### config.mk
export PLATFORM = sky130hd
export DESIGN_NAME = capture_ctrl
export DESIGN_NICKNAME = d
export VERILOG_FILES = /design/src/rtl/capture_ctrl.sv
export SDC_FILE = /design/constraint.sdc
export NUM_CORES = 1
export LEC_CHECK = 0
export BUFFER_PORTS_ARGS = -buffer_cell sky130_fd_sc_hd__buf_2
export CORE_ASPECT_RATIO = 0.75
export CORE_MARGIN = 4
export CORE_UTILIZATION = 55
export DETAILED_ROUTE_END_ITERATION = 16
export PLACE_DENSITY = 0.82
export SETUP_SLACK_MARGIN = 0.2
export SLEW_MARGIN = 20
export SYNTH_ARGS = -nofsm -noshare
export SYNTH_HDL_FRONTEND = slang
export SYNTH_SLANG_ARGS = --single-unit
### constraint.sdc
create_clock -name clk -period 7.55 [get_ports clk]
set_clock_uncertainty 0.1 [all_clocks]
set_input_delay 0.3775 -clock clk [delete_from_list [all_inputs] [get_ports clk]]
set_output_delay 0.3775 -clock clk [all_outputs]
set_load 0.05 [all_outputs]
### src/rtl/capture_ctrl.sv
// Oscilloscope acquisition sequencer: circular pre-trigger capture, level trigger, post-fill, rotated readout.
// Latency: RAM write/read ports combinational; busy/done registered, valid one cycle after the accepting edge.
// Backpressure: none; samples are taken whenever sample_valid is high. Optional auto trigger: CAPTURE_AUTO_TRIG_EN.
module capture_ctrl #(
    parameter int DATA_WIDTH   = 8,
    parameter int ADDR_WIDTH   = 8,
    parameter int AUTO_TIMEOUT = 1024
) (
    input  logic                  clk,
    input  logic                  rst,
    input  logic                  arm,
    input  logic                  abort,
    input  logic                  force_trig,
    input  logic                  sample_valid,
    input  logic [DATA_WIDTH-1:0] sample_data,
    input  logic [DATA_WIDTH-1:0] trig_level,
    input  logic                  trig_falling,
    input  logic [ADDR_WIDTH-1:0] pretrig,
    input  logic [ADDR_WIDTH-1:0] rd_index,
    output logic                  ram_cs,
    output logic                  ram_we,
    output logic                  ram_oe,
    output logic [ADDR_WIDTH-1:0] ram_addr_in,
    output logic [ADDR_WIDTH-1:0] ram_addr_out,
    output logic [DATA_WIDTH-1:0] ram_data_in,
    output logic                  busy,
    output logic                  done,
    output logic [ADDR_WIDTH-1:0] trig_ptr
);
    typedef enum logic [2:0] {S_IDLE, S_PRE, S_WAIT, S_POST, S_DONE} state_t;

    state_t                state;
    logic [ADDR_WIDTH-1:0] wr_ptr;
    logic [ADDR_WIDTH-1:0] pre_q;
    logic [ADDR_WIDTH-1:0] pre_cnt;
    logic [ADDR_WIDTH-1:0] post_left;
    logic [DATA_WIDTH-1:0] prev;
    logic                  prev_valid;
    logic                  writing;
    logic                  level_hit;
    logic                  auto_hit;
    logic                  trig_hit;

    assign writing = (state == S_PRE) || (state == S_WAIT) || (state == S_POST);

`ifdef CAPTURE_AUTO_TRIG_EN
    localparam int TW = $clog2(AUTO_TIMEOUT + 1);
    logic [TW-1:0] to_cnt;

    // Held at zero outside WAIT_TRIG, so every entry starts a fresh timeout; saturates once expired.
    always_ff @(posedge clk or posedge rst) begin
        if (rst)
            to_cnt <= '0;
        else if (abort || state != S_WAIT)
            to_cnt <= '0;
        else if (sample_valid && !auto_hit)
            to_cnt <= to_cnt + 1'b1;
    end

    assign auto_hit = (to_cnt >= TW'(AUTO_TIMEOUT));
`else
    assign auto_hit = 1'b0;
`endif

    assign level_hit = prev_valid && (trig_falling ?
                       (prev > trig_level && sample_data <= trig_level) :
                       (prev < trig_level && sample_data >= trig_level));
    assign trig_hit  = sample_valid && (force_trig || level_hit || auto_hit);

    assign ram_cs       = (state != S_IDLE);
    assign ram_we       = writing && sample_valid;
    assign ram_addr_in  = writing ? wr_ptr : '0;
    assign ram_data_in  = writing ? sample_data : '0;
    assign ram_oe       = (state == S_DONE);
    // Rotate so index 0 is the oldest sample of the circular capture.
    assign ram_addr_out = ram_oe ? (trig_ptr - pre_q + rd_index) : '0;

    always_ff @(posedge clk or posedge rst) begin
        if (rst) begin
            state      <= S_IDLE;
            wr_ptr     <= '0;
            trig_ptr   <= '0;
            post_left  <= '0;
            pre_q      <= '0;
            pre_cnt    <= '0;
            prev       <= '0;
            prev_valid <= 1'b0;
            busy       <= 1'b0;
            done       <= 1'b0;
        end else if (abort) begin
            state <= S_IDLE;
            busy  <= 1'b0;
            done  <= 1'b0;
        end else begin
            if (writing && sample_valid) begin
                wr_ptr     <= wr_ptr + 1'b1;
                prev       <= sample_data;
                prev_valid <= 1'b1;
            end
            case (state)
                S_IDLE, S_DONE: begin
                    if (arm) begin
                        pre_q      <= pretrig;
                        pre_cnt    <= '0;
                        wr_ptr     <= '0;
                        prev_valid <= 1'b0;
                        busy       <= 1'b1;
                        done       <= 1'b0;
                        state      <= (pretrig == '0) ? S_WAIT : S_PRE;
                    end
                end
                S_PRE: begin
                    if (sample_valid) begin
                        pre_cnt <= pre_cnt + 1'b1;
                        if (pre_cnt + 1'b1 == pre_q)
                            state <= S_WAIT;
                    end
                end
                S_WAIT: begin
                    if (trig_hit) begin
                        trig_ptr  <= wr_ptr;
                        post_left <= ~pre_q;   // D-1-pre_q
                        if (pre_q == {ADDR_WIDTH{1'b1}}) begin
                            state <= S_DONE;
                            busy  <= 1'b0;
                            done  <= 1'b1;
                        end else begin
                            state <= S_POST;
                        end
                    end
                end
                S_POST: begin
                    if (sample_valid) begin
                        post_left <= post_left - 1'b1;
                        if (post_left == ADDR_WIDTH'(1)) begin
                            state <= S_DONE;
                            busy  <= 1'b0;
                            done  <= 1'b1;
                        end
                    end
                end
                default: state <= S_IDLE;
            endcase
        end
    end
endmodule

==> flow_metrics.env <==
export IMPL_final_area_um2=4560
export IMPL_worst_slew_pin_transition_ps=856
export IMPL_period_minus_slack_ps=3590
export IMPL_slowest_delay_ps=500
export IMPL_final_max_slew_viol_count=0
export IMPL_clk_latency_ps=320
export IMPL_cts_tree="built"
export IMPL_diodes=0
export IMPL_path_clk_slew_ps=110
export IMPL_place_hpwl_mm=7.65
export IMPL_yosys_area_top_type="dfrtp_1"
export IMPL_cts_resized=0
export IMPL_start_util_pct=57.5
export IMPL_setup_tns_final_ps=0
export IMPL_grt_pass1_wl_mm=17.2
export IMPL_area_delta_synth_final_pct=14.4
export IMPL_synth_area_top_cells="dfrtp_1 34%, ha_1 8.8%, nand2_1 5.0%"
export IMPL_ys_async_sr_fraction_pct=100
export IMPL_syn_nets=522
export IMPL_drtAntennaViolNets=0
export IMPL_regArea_um2=1350
export IMPL_place_inst=608
export IMPL_postPlaceCellArea_um2=4450
export IMPL_grt_pass1_vias=3570
export IMPL_core_um2=6930
export IMPL_avgSynthCellArea_um2=8.90
export IMPL_syn_area_um2=3990
export IMPL_rsz0062_at_grt="no"
export IMPL_required_ps=7070
export IMPL_drt_initial_drc_count=228
export IMPL_routed_wl_mm=9.93
export IMPL_n_fill_cell=578
export IMPL_wire_per_inst_um=16.1
export IMPL_setup_viol=0
export IMPL_cp_max_fo=5
export IMPL_yosys_area_top_type_share_pct=33.9
export IMPL_path_class="reg2out"
export IMPL_dieArea_um2=8690
export IMPL_startpoint_type="register"
export IMPL_final_cells=616
export IMPL_status="finished, final reports clean"
export IMPL_ys_flop_type="dfrtp_1"
export IMPL_htreeDepth=2
export IMPL_drive_gt1_share_pct=20.8
export IMPL_power_density_nw_per_um2=345
export IMPL_fmaxAchievable_mhz=279
export IMPL_slew_headroom_pct=42.7
export IMPL_p_leak_nw=2.38
export IMPL_first_pass_iters=4
export IMPL_fin_crit_sh_pct=47.5
export IMPL_top_usage_layer="met2"
export IMPL_path_buf_inv=2
export IMPL_die_h_um=81.7
export IMPL_synth_edff_count=0
export IMPL_crit_family="compound AO/OA/AOI/OAI gates"
export IMPL_hold_viol_final=0
export IMPL_yosysSeqAreaShare_pct=33.9
export IMPL_clockRootBuffer="clkbuf_8"
export IMPL_antenna_found_initial=0
export IMPL_grtUsageMet1_pct=32.9
export IMPL_drc=0
export IMPL_path_cells="fa_1, inv_1, ha_1, a21o_1, a21o_1, a21o_1, a21oi_1, o21ai_0, xnor2_1, nor2_1, buf_2"
export IMPL_multiInputGateArea_um2=2410
export IMPL_cts_buffer_depth=2
export IMPL_synth_cell_type_count=61
export IMPL_global_route_usage_met2_pct=42.1
export IMPL_cts_made_buffers=5
export IMPL_vias_per_cell=5.67
export IMPL_vias=3495
export IMPL_cpMostUsedCell="a21o_1"
export IMPL_cts_sinks=54
export IMPL_io_buffers=75
export IMPL_fp_row_count=26
export IMPL_yosys_warnings=0
export IMPL_grt_use_total_pct=24.7
export IMPL_cts_setup_buffers=0
export IMPL_yosysMostFrequentCell="dfrtp_1"
export IMPL_nNetsFinal=591
export IMPL_arrival_ps=3110
export IMPL_hp_class="in2async"
export IMPL_endpoint_kind="primary output"
export IMPL_synth_seq_cells=54
export IMPL_gr_usage_met3_pct=4.16
export IMPL_setup_ws_ps=3960
export IMPL_grt_max_degree=55
export IMPL_maxCapViolCount=0
export IMPL_pin_count=76
export IMPL_irDropWorstVdd_mv=0.252
export IMPL_worst_path_max_delay_cell="fa_1"
export IMPL_grt_overflow=0
export IMPL_die_w_um=106
export IMPL_gp_congestion=0.884
export IMPL_ys_top_cells_by_count="54 x dfrtp_1, 53 x nand2_1, 43 x inv_1"
export IMPL_hold_buffers=0
export IMPL_place_ws_ps=4260
export IMPL_synthCells=448
==> report_power, final <==
part	leakage (nW)	switching, mW	internal, mW
Sequential	0.697	0.126	0.375
Clock	0.0563	0.108	0.101
Combinational	1.63	0.525	0.339
Total	2.38	0.758	0.815
==> layer usage <==
layer	part of all wire, %	vias up	routed length, um
met5	0	-	0
met4	1.6	0	159
met3	6.1	17	610
met2	47	118	4710
met1	45	1670	4450
li1	-	1690	-
==> worst register-to-register path, stage by stage (launching register included) <==
cell and delay [ps]:
dfrtp_1 400, ha_1 300, nor2b_1 140, o211ai_1 230
a21o_1 190, a211oi_1 70, o311a_2 440, o21ai_4 250
or3_1 520, mux2_4 350
==> through the flow <==
stage               power (mW)  hold WS (ps)  utilization, %
finish                    1.57           118            65.9
global route              1.71           150            65.9
CTS                       1.58           155            65.9
detailed placement        1.36           388            64.2
global placement          1.32           379            64.2
floorplan                 1.14           362               -
==> placed cells by master (no fill, tap or decap), drive strengths merged, types with 4 or more instances in the layout <==
| cell type | instances |
|---|---|
| a21o | 9 |
| a21oi | 15 |
| and2 | 18 |
| and3 | 8 |
| buf | 78 |
| clkbuf | 5 |
| dfrtp | 54 |
| fa | 7 |
| ha | 28 |
| inv | 44 |
| mux2 | 15 |
| nand2 | 53 |
| nand3 | 14 |
| nand4 | 10 |
| nor2 | 34 |
| nor2b | 5 |
| nor3 | 6 |
| o211ai | 4 |
| o21ai | 22 |
| or3 | 5 |
| xnor2 | 14 |
| xor2 | 11 |
==> registers in the layout (all words and copies together) (netlist names) <==
signal and count:
prev_valid 1, pre_cnt 8, busy 1, trig_ptr 8, pre_q 8, state 3
post_left 8, done 1, prev 8, wr_ptr 8
==> area by class of cell <==
type	instances	area share, %
multi-input combinational	335	52.9
tap	98	2.69
clock buffer	5	1.51
clock inverter	3	1.07
inverter	43	3.54
sequential	54	29.6
timing repair buffer	78	8.72
==> logic make-up after synthesis <==
logic type	count (synthesis)	share of synthesized area (%)
mux	18	5.74
simple gates	173	21.9
xor+xnor	25	5.49
flops	54	33.9
compound gates	84	14.9
fa+ha+maj	35	12.3
buf+inv	59	5.77
==> final timing paths <==
| path | from | endpoint | slack (ps) | cells after the start |
|---|---|---|---|---|
| setup / recovery | pre_q[1] | ram_addr_out[7] | 3960 | 11 |
| hold / removal | rst | prev[6] | 120 | 3 |
| setup reg to reg | prev[1] | trig_ptr[1] | 4450 | 9 |
| hold reg to reg | prev[5] | prev[5] | 410 | 1 |
| max in group asynchronous | rst | done | 6760 | 3 |
| min in group clk | pretrig[4] | pre_q[4] | 160 | 3 |
(Power assumes the default switching activity.)
